$ cat src/rtl/wb_initiator_if.sv
// Command/response handshake plus Wishbone classic master signals for wb_initiator.
// The master modport is the initiator's view. The slave modport is the view of the environment around it.
interface wb_initiator_if;
    logic        cmd_valid;
    logic        cmd_ready;
    logic        cmd_we;
    logic [31:0] cmd_adr;
    logic [31:0] cmd_dat;
    logic [3:0]  cmd_sel;

    logic        rsp_valid;
    logic        rsp_ready;
    logic [31:0] rsp_dat;
    logic        rsp_err;

    logic        wbm_cyc_o;
    logic        wbm_stb_o;
    logic        wbm_we_o;
    logic [3:0]  wbm_sel_o;
    logic [31:0] wbm_adr_o;
    logic [31:0] wbm_dat_o;
    logic [31:0] wbm_dat_i;
    logic        wbm_ack_i;

    modport master (
        input  cmd_valid, cmd_we, cmd_adr, cmd_dat, cmd_sel,
        output cmd_ready,
        output rsp_valid, rsp_dat, rsp_err,
        input  rsp_ready,
        output wbm_cyc_o, wbm_stb_o, wbm_we_o, wbm_sel_o, wbm_adr_o, wbm_dat_o,
        input  wbm_dat_i, wbm_ack_i
    );

    modport slave (
        output cmd_valid, cmd_we, cmd_adr, cmd_dat, cmd_sel,
        input  cmd_ready,
        input  rsp_valid, rsp_dat, rsp_err,
        output rsp_ready,
        input  wbm_cyc_o, wbm_stb_o, wbm_we_o, wbm_sel_o, wbm_adr_o, wbm_dat_o,
        output wbm_dat_i, wbm_ack_i
    );
endinterface

$ cat src/rtl/wb_initiator.sv
// Single-outstanding Wishbone classic initiator. It turns one command into one bus cycle and returns one response.
// When a slave stays silent for TIMEOUT cycles (legal range 2..255), the bus cycle is aborted with rsp_err set.
module wb_initiator #(
    parameter int unsigned TIMEOUT = 16
) (
    input  logic           wb_clk_i,
    input  logic           wb_rst_i,
    wb_initiator_if.master bus,
    output logic           busy
);

    typedef enum logic [1:0] {IDLE, BUS, RESP} state_t;

    typedef struct packed {
        logic        we;
        logic [3:0]  sel;
        logic [31:0] adr;
        logic [31:0] dat;
    } wb_req_t;

    localparam logic [7:0] WAIT_LAST = 8'(TIMEOUT - 1);

    state_t      state, state_nxt;
    wb_req_t     req_q;
    logic [7:0]  wait_cnt;
    logic [31:0] rsp_dat_q;
    logic        rsp_err_q;
    logic        accept;
    logic        timeout_hit;

    assign accept      = bus.cmd_valid & bus.cmd_ready;
    assign timeout_hit = (wait_cnt == WAIT_LAST);

    always_ff @(posedge wb_clk_i) begin
        if (wb_rst_i) state <= IDLE;
        else          state <= state_nxt;
    end

    always_comb begin
        state_nxt = state;
        case (state)
            IDLE:    if (accept) state_nxt = BUS;
            // ack is checked before timeout, so an ack on the last allowed cycle still completes normally
            BUS:     if (bus.wbm_ack_i || timeout_hit) state_nxt = RESP;
            RESP:    if (bus.rsp_ready) state_nxt = IDLE;
            default: state_nxt = IDLE;
        endcase
    end

    always_ff @(posedge wb_clk_i) begin
        if (wb_rst_i) begin
            req_q     <= '0;
            wait_cnt  <= '0;
            rsp_dat_q <= '0;
            rsp_err_q <= 1'b0;
        end else begin
            if (accept) begin
                req_q    <= '{we: bus.cmd_we, sel: bus.cmd_sel, adr: bus.cmd_adr, dat: bus.cmd_dat};
                wait_cnt <= '0;
            end
            // The response registers are written only in BUS. That keeps them frozen for all of RESP and makes a late ack harmless.
            if (state == BUS) begin
                if (bus.wbm_ack_i) begin
                    rsp_dat_q <= req_q.we ? 32'h0 : bus.wbm_dat_i;
                    rsp_err_q <= 1'b0;
                end else begin
                    wait_cnt <= wait_cnt + 8'd1;
                    if (timeout_hit) begin
                        rsp_dat_q <= 32'h0;
                        rsp_err_q <= 1'b1;
                    end
                end
            end
        end
    end

    // Gate cmd_ready with reset so that no command can slip in on a reset edge.
    assign bus.cmd_ready = (state == IDLE) && !wb_rst_i;
    assign bus.wbm_cyc_o = (state == BUS);
    assign bus.wbm_stb_o = (state == BUS);
    assign bus.wbm_we_o  = req_q.we;
    assign bus.wbm_sel_o = req_q.sel;
    assign bus.wbm_adr_o = req_q.adr;
    assign bus.wbm_dat_o = req_q.dat;
    assign bus.rsp_valid = (state == RESP);
    assign bus.rsp_dat   = rsp_dat_q;
    assign bus.rsp_err   = rsp_err_q;
    assign busy          = (state != IDLE);

endmodule
$ cat src/flat_wrapper.sv
// flat-port wrapper written by rule: the top's interface ports become plain ports
module wb_initiator_flat 
#(
    parameter int unsigned TIMEOUT = 16
)
  (wb_clk_i, wb_rst_i, busy, bus_cmd_valid, bus_cmd_we, bus_cmd_adr, bus_cmd_dat, bus_cmd_sel, bus_cmd_ready, bus_rsp_valid, bus_rsp_dat, bus_rsp_err, bus_rsp_ready, bus_wbm_cyc_o, bus_wbm_stb_o, bus_wbm_we_o, bus_wbm_sel_o, bus_wbm_adr_o, bus_wbm_dat_o, bus_wbm_dat_i, bus_wbm_ack_i);
  wb_initiator_if bus_i ();
  input  logic wb_clk_i;
  input  logic wb_rst_i;
  output logic busy;
  input wire logic [$bits(bus_i.cmd_valid)-1:0] bus_cmd_valid;
  input wire logic [$bits(bus_i.cmd_we)-1:0] bus_cmd_we;
  input wire logic [$bits(bus_i.cmd_adr)-1:0] bus_cmd_adr;
  input wire logic [$bits(bus_i.cmd_dat)-1:0] bus_cmd_dat;
  input wire logic [$bits(bus_i.cmd_sel)-1:0] bus_cmd_sel;
  output wire logic [$bits(bus_i.cmd_ready)-1:0] bus_cmd_ready;
  output wire logic [$bits(bus_i.rsp_valid)-1:0] bus_rsp_valid;
  output wire logic [$bits(bus_i.rsp_dat)-1:0] bus_rsp_dat;
  output wire logic [$bits(bus_i.rsp_err)-1:0] bus_rsp_err;
  input wire logic [$bits(bus_i.rsp_ready)-1:0] bus_rsp_ready;
  output wire logic [$bits(bus_i.wbm_cyc_o)-1:0] bus_wbm_cyc_o;
  output wire logic [$bits(bus_i.wbm_stb_o)-1:0] bus_wbm_stb_o;
  output wire logic [$bits(bus_i.wbm_we_o)-1:0] bus_wbm_we_o;
  output wire logic [$bits(bus_i.wbm_sel_o)-1:0] bus_wbm_sel_o;
  output wire logic [$bits(bus_i.wbm_adr_o)-1:0] bus_wbm_adr_o;
  output wire logic [$bits(bus_i.wbm_dat_o)-1:0] bus_wbm_dat_o;
  input wire logic [$bits(bus_i.wbm_dat_i)-1:0] bus_wbm_dat_i;
  input wire logic [$bits(bus_i.wbm_ack_i)-1:0] bus_wbm_ack_i;
  assign bus_i.cmd_valid = bus_cmd_valid;
  assign bus_i.cmd_we = bus_cmd_we;
  assign bus_i.cmd_adr = bus_cmd_adr;
  assign bus_i.cmd_dat = bus_cmd_dat;
  assign bus_i.cmd_sel = bus_cmd_sel;
  assign bus_cmd_ready = bus_i.cmd_ready;
  assign bus_rsp_valid = bus_i.rsp_valid;
  assign bus_rsp_dat = bus_i.rsp_dat;
  assign bus_rsp_err = bus_i.rsp_err;
  assign bus_i.rsp_ready = bus_rsp_ready;
  assign bus_wbm_cyc_o = bus_i.wbm_cyc_o;
  assign bus_wbm_stb_o = bus_i.wbm_stb_o;
  assign bus_wbm_we_o = bus_i.wbm_we_o;
  assign bus_wbm_sel_o = bus_i.wbm_sel_o;
  assign bus_wbm_adr_o = bus_i.wbm_adr_o;
  assign bus_wbm_dat_o = bus_i.wbm_dat_o;
  assign bus_i.wbm_dat_i = bus_wbm_dat_i;
  assign bus_i.wbm_ack_i = bus_wbm_ack_i;
  wb_initiator #(.TIMEOUT(TIMEOUT)) u_core (.wb_clk_i(wb_clk_i), .wb_rst_i(wb_rst_i), .bus(bus_i), .busy(busy));
endmodule
$ cat config.mk
export PLATFORM = sky130hd
export DESIGN_NAME = wb_initiator_flat
export DESIGN_NICKNAME = d
export VERILOG_FILES = /design/src/rtl/wb_initiator_if.sv /design/src/rtl/wb_initiator.sv /design/src/flat_wrapper.sv
export SDC_FILE = /design/constraint.sdc
export NUM_CORES = 1
export LEC_CHECK = 0
export CAP_MARGIN = 0
export CORE_ASPECT_RATIO = 0.75
export CORE_UTILIZATION = 40
export CTS_CLUSTER_DIAMETER = 30
export DETAILED_ROUTE_END_ITERATION = 8
export GPL_TIMING_DRIVEN = 0
export PLACE_DENSITY = 0.86
export SETUP_SLACK_MARGIN = 0.5
export SLEW_MARGIN = 20
export SYNTH_ARGS = -nofsm -noshare
export SYNTH_HDL_FRONTEND = slang
export SYNTH_SLANG_ARGS = --single-unit
$ cat constraint.sdc
create_clock -name wb_clk_i -period 1.8 [get_ports wb_clk_i]
set_clock_uncertainty 0.1 [all_clocks]
set_input_delay 0.27 -clock wb_clk_i [delete_from_list [all_inputs] [get_ports wb_clk_i]]
set_output_delay 0.27 -clock wb_clk_i [all_outputs]
set_load 0.01 [all_outputs]
== Word-level counts from Yosys, hierarchy flattened ==
Index checks and enable logic that the tools add are counted.

* Bits of input ports: 106
* Word-level logic and storage cells: 36
* Output and inout bits: 107
* Flip-flop bits (word level): 112

* Add/sub/neg operators: 1
* Reduce and logical (&&, ||, !) cells: 8
* Muxes and demuxes: 12
* Eq/ne operators: 6
* Bitwise operators: 1

{| class="wikitable"
|+ Operators by type and width
! cell !! number
|-
| $mux W32 || 3
|-
| $mux W8 || 3
|-
| $add A8 B1 Y8 const B || 1
|-
| $eq A8 B4 Y1 const B || 1
|-
| $mux W2 || 3
|-
| $ne A2 B1 Y1 const B || 3
|-
| $pmux W2 S3 || 1
|-
| $reduce_bool A2 Y1 || 2
|-
| $reduce_and A3 Y1 || 1
|-
| $eq A2 B1 Y1 const B || 1
|-
| $eq A2 B2 Y1 const B || 1
|-
| $logic_not A2 Y1 || 1
|-
| $mux W1 || 2
|-
| $reduce_and A2 Y1 || 1
|-
| $and A1 B1 Y1 || 1
|-
| $logic_and A1 B1 Y1 || 1
|-
| $logic_not A1 Y1 || 1
|-
| $logic_or A1 B1 Y1 || 1
|}

== Depth between registers and ports, before layout ==
* Depth after elaboration: 6
* Depth in mapped cells: 6
* Depth with buffers taken out: 4

== Worst setup path before layout ==
OpenSTA, ideal clock, no wires.

* Path kind: reg-to-reg
* From: reg u_core.state[1]
* To: reg u_core.wait_cnt[7]
* Clock period less this slack: 1.554 ns
* Setup slack: 0.246 ns
* Stages on the path, launching flop included: 4
* Setup time: 0.121 ns
* Path buffers: 0
* Data arrival time: 1.333 ns
* Required time: 1.579 ns
* Cells stage by stage: dfxtp_1 or4b_4 and3_1 mux2_2

* Word-level cells in the longest chain between the ends: 6
* Elaborated cells between the ends (all ways): 7
* Those cells by class: eq/ne (1); mux (3); bitwise (1); reduce/logical (2)

{| class="wikitable"
|+ Ends and longest elaborated chain
! item !! RTL line !! text
|-
| start: declaration || wb_initiator.sv:23 || <nowiki>state_t state, state_nxt;</nowiki>
|-
| start signal: assignment || wb_initiator.sv:36 || <nowiki>else state <= state_nxt;</nowiki>
|-
| $logic_not A2 Y1 || wb_initiator.sv:78 || <nowiki>assign bus.cmd_ready = (state == IDLE) && !wb_rst_i;</nowiki>
|-
| $logic_and A1 B1 Y1 || wb_initiator.sv:78 ||
|-
| $and A1 B1 Y1 || wb_initiator.sv:31 || <nowiki>assign accept = bus.cmd_valid & bus.cmd_ready;</nowiki>
|-
| $mux W8 || wb_initiator.sv:57 || <nowiki>if (accept) begin</nowiki>
|-
| $mux W8 || wb_initiator.sv:63 || <nowiki>if (bus.wbm_ack_i) begin</nowiki>
|-
| $mux W8 (*) || wb_initiator.sv:62 || <nowiki>if (state == BUS) begin</nowiki>
|-
| end signal: assignment || wb_initiator.sv:67 || <nowiki>wait_cnt <= wait_cnt + 8'd1;</nowiki>
|-
| end: declaration || wb_initiator.sv:25 || <nowiki>logic [7:0] wait_cnt;</nowiki>
|}

Every way passes the cells marked *; elsewhere a longest branch is shown, timed or not.
A chain may end at the register's enable or synchronous reset.

== Final worst setup path ==
* From: reg u_core.wait_cnt[5]
* To: reg u_core.rsp_dat_q[10], in the netlist u_core.bus.rsp_dat[10]

* Word-level cells in the longest chain between the ends: 3

{| class="wikitable"
|+ Ends and longest elaborated chain
! item !! RTL line !! text
|-
| $eq A8 B4 Y1 || wb_initiator.sv:32 || <nowiki>assign timeout_hit = (wait_cnt == WAIT_LAST);</nowiki>
|-
| $reduce_bool A2 Y1 (no line) || n/a ||
|-
| $reduce_and A2 Y1 (no line) || n/a ||
|-
| end signal: assignment || wb_initiator.sv:64 || <nowiki>rsp_dat_q <= req_q.we ? 32'h0 : bus.wbm_dat_i;</nowiki>
|-
| end: declaration || wb_initiator.sv:26 || <nowiki>logic [31:0] rsp_dat_q;</nowiki>
|}

Every way passes these cells.

==> summary.md <==
- result of the run: completed
- number of nets in the finished design: 879
- Max Cap Viol: 0
- Site Rows: 32
- fmax: 589 MHz
- vias in the first global route: 4,988
- total inserted antenna cells: 0
- effective utilization at floorplan: 41.3%
- family of cells with the greatest summed delay on the critical path: simple AND/OR/NAND/NOR gates
- number of standard cells in the final layout excluding fillers: 913
- category of the worst setup path capture point: register
- count of buffers inserted at the top-level ports: 211
- first-pass GRT wire length: 23,700 µm
- worst path cell trace: or4_4 > o21bai_4 > buf_12 > buf_8 > a211oi_2
- maximum buffer depth of the clock tree: 2
- number of nets in the synthesized netlist: 615
- worst path bufs/invs: 2
- clock share of power: 33.0%
- area enclosed by the die boundary: 11,100 µm²
- critical path launch point type: register
- number of clock sinks: 112
- remaining antenna violation count: 0
- area of all placed cells without fillers: 7940 µm²
- Placed Cells incl. Taps: 855
- total overflow reported by the global router: 0
- path class of the lowest-slack min-delay path: input pin to register
- 1st-iter DRT viols: 215
- standard cell with the maximum stage delay on the critical path: or4_4
- maximum number of pins on one net before global-route repair: 20
- cts bufs inserted: 9
- asr flop ratio synth: 0%
- Placed Instance Area: 6650 µm²
- residual DRC count: 0
- sw frac: 27.9%
- EDFF count, synth: 0
- Yosys top cell by area: dfxtp_1
- RePlAce Congestion: 0.806
- share of cells above drive strength 1: 48.3%
- average wire per cell in the routed design: 17.8 µm
- worst-case vdd ir drop: 0.000592 V
- DIE WIDTH: 122 µm
- final-report hold violation count: 0
- Core Footprint: 10,400 µm²
- delay of the slowest critical-path stage: 0.56 ns
- fraction of the yosys area taken by sequential cells: 52.3%
- worst slew pin tran: 0.834 ns
- critical path data arrival time: 1.79 ns
- power density of the placed cells: 788 nW/µm²
- count of endpoints failing setup in the final report: 0
- die height: 91.7 µm
- Layout area overhead: 85.2%
- startpoint-to-endpoint class of the critical path: register to register
- number of flip-flops and latches in the synthesized netlist: 112
- netlist area before placement: 4290 µm²
- clock tree from TritonCTS: done
- portion of total power attributed to combinational logic: 23.2%
- clock period minus final worst setup slack: 1.70 ns
- Psw: 0.00175 W
- Total GRT Usage: 26.9%
- most frequently used flop master after synthesis: dfxtp_1
- tightest slew margin relative to the limit: 44.4%
- peak fanout along the critical path: 5
- number of antenna violations at the first check in global routing: 0
- distinct cell type count after synthesis: 38
- H-tree depth: 3
- detailed placer's ending HPWL: 10,100 µm
- I/O Pins: 213
- unrepaired setup endpoints after global routing: true
- total number of yosys warnings: 0
- share of the synthesized area in the top cell type: 52.3%
- DRT Wirelength: 16,200 µm
- sequential fraction of design power: 43.8%
- mean instance size in the synthesized netlist: 8.44 µm²
- via density per instance: 5.39
- clock latency on the worst-skew pair: 0.34 ns
- static leakage: 3.29 nW
- part of the cycle the worst path needs: 94.3%
- Initial DRT Pass Iterations: 5
- Root Driver: clkbuf_16
- Synth Instances: 508
- cells taking the most area after synthesis: dfxtp_1, nand2_1, a21oi_1
- Internal Dissipation: 0.00451 W
- via count: 4,924
- data required time at the worst endpoint: 1.89 ns
- count of filler cells inserted in the layout: 702
- fin. max-slew vios: 0
- clock slew at the register clock pins of the worst setup and hold paths: 0.08 ns
==> layer usage <==
layer / vias up / wire length [µm] / track usage, % / share of wire, %
met5: - / 0 / 0 / 0
li1: 2302 / - / - / -
met1: 2360 / 6460 / 31.3 / 40
met3: 47 / 1080 / 6.41 / 6.7
met4: 0 / 536 / 10.2 / 3.3
met2: 215 / 8150 / 47.4 / 50
==> cells in the final DEF (no fill, tap or decap), types with 14 or more instances in the layout <==
cell type / Yosys / layout
dfxtp_1: 112 / 63
buf_8: 0 / 14
a21oi_1: 68 / 67
o21ai_1: 5 / 44
nand2_1: 139 / 80
a211oi_2: 0 / 21
buf_2: 8 / 53
o21ai_2: 0 / 25
nand2_2: 0 / 37
clkbuf_2: 0 / 28
clkdlybuf4s50_1: 0 / 103
dfxtp_2: 0 / 47
nand2_4: 0 / 22
clkdlybuf4s15_2: 0 / 25
buf_4: 17 / 26
==> tightest hold or removal path: stages <==
cell	delay [ns]
buf_4	0.16
or4_1	0.13
a21oi_1	0.05
==> synthesized netlist by cell type (2+ instances only) <==
library cell / count
a211oi_1: 33
a21oi_1: 68
a32o_1: 2
and3_1: 3
buf_2: 8
buf_4: 17
clkbuf_1: 18
dfxtp_1: 112
mux2_2: 2
nand2_1: 139
nand3_1: 2
nor2_1: 5
nor2b_1: 2
nor3_1: 3
o21ai_0: 64
o21ai_1: 5
o311ai_0: 2
o31ai_1: 2
or4_1: 2
==> per-stage QoR <==
stage,setup TNS (ns),util (%),setup slack (ns),hold WS [ns],total power (W)
CTS,0,74.2,0.166,0.175,0.00613
global placement,-26.75,64.1,-0.612,0.334,0.00390
finish,0,76.6,0.102,0.214,0.00626
global route,0,76.6,0.0631,0.208,0.00650
floorplan,0,-,0.301,0.279,0.00325
detailed placement,-30.55,64.1,-0.687,0.341,0.00393
==> state kept, by name, summed over array words and instances, names as in the netlist <==
| signal | cells |
|---|---|
| u_core.bus.wbm_we_o | 1 |
| u_core.bus.wbm_sel_o | 4 |
| u_core.state | 2 |
| u_core.bus.wbm_adr_o | 32 |
| u_core.bus.wbm_dat_o | 32 |
| u_core.bus.rsp_dat | 32 |
| u_core.bus.rsp_err | 1 |
| u_core.wait_cnt | 8 |
==> kinds of logic (layout without fill, tap and decap cells) <==
| family | Yosys count | in the layout | share of synthesized area, % |
|---|---|---|---|
| AOI/OAI and AO/OA | 178 | 178 | 23.6 |
| xor gates and xnor gates | 1 | 1 | 0.204 |
| adders and majority gates | 1 | 1 | 0.292 |
| buffers and inverters | 45 | 314 | 5.66 |
| DFF | 112 | 112 | 52.3 |
| muxes | 3 | 3 | 0.759 |
| and+or+nand+nor | 168 | 168 | 17.2 |
==> worst paths after layout <==
path	startpoint	end	slack (ns)	depth (start not counted)
worst max-delay path	u_core.wait_cnt[5]	u_core.bus.rsp_dat[10]	0.10	5
worst min-delay path	bus_wbm_ack_i	u_core.wait_cnt[3]	0.21	3
worst max register to register	u_core.wait_cnt[5]	u_core.bus.rsp_dat[10]	0.10	5
worst min register to register	u_core.bus.wbm_adr_o[12]	u_core.bus.wbm_adr_o[12]	0.35	2
==> power by group through the flow <==
stage / Sequential, W / Clock, W / Combinational [W]
2_1_floorplan: 0.00285 / 0 / 0.000398
3_3_place_gp: 0.00278 / 0 / 0.00112
3_5_place_dp: 0.00279 / 0 / 0.00115
4_1_cts: 0.00273 / 0.00209 / 0.00132
5_1_grt: 0.00276 / 0.00220 / 0.00154
6_report: 0.00274 / 0.00207 / 0.00145
==> layout make-up <==
cell class / count / area, µm² / area share [%]
clock buffer: 9 / 225 / 2.84
timing repair buffer: 253 / 2390 / 30.1
multi-input combinational: 351 / 2340 / 29.5
sequential: 112 / 2310 / 29.1
inverter: 2 / 12.5 / 0.158
buffer: 43 / 412 / 5.18
tap: 136 / 170 / 2.14
clock inverter: 7 / 80.1 / 1.01
==> timing repair <==
action / 4_1_cts / 5_1_grt
pin swaps: 14 / 6
buffers inserted: 21 / 7
hold buffers: 0 / 0
resized for setup: 417 / 214
gates cloned: 10 / 4
endpoints found under the setup margin: 219 / 207
hold endpoints to repair: 0 / 0
(Power assumes the default switching activity.)
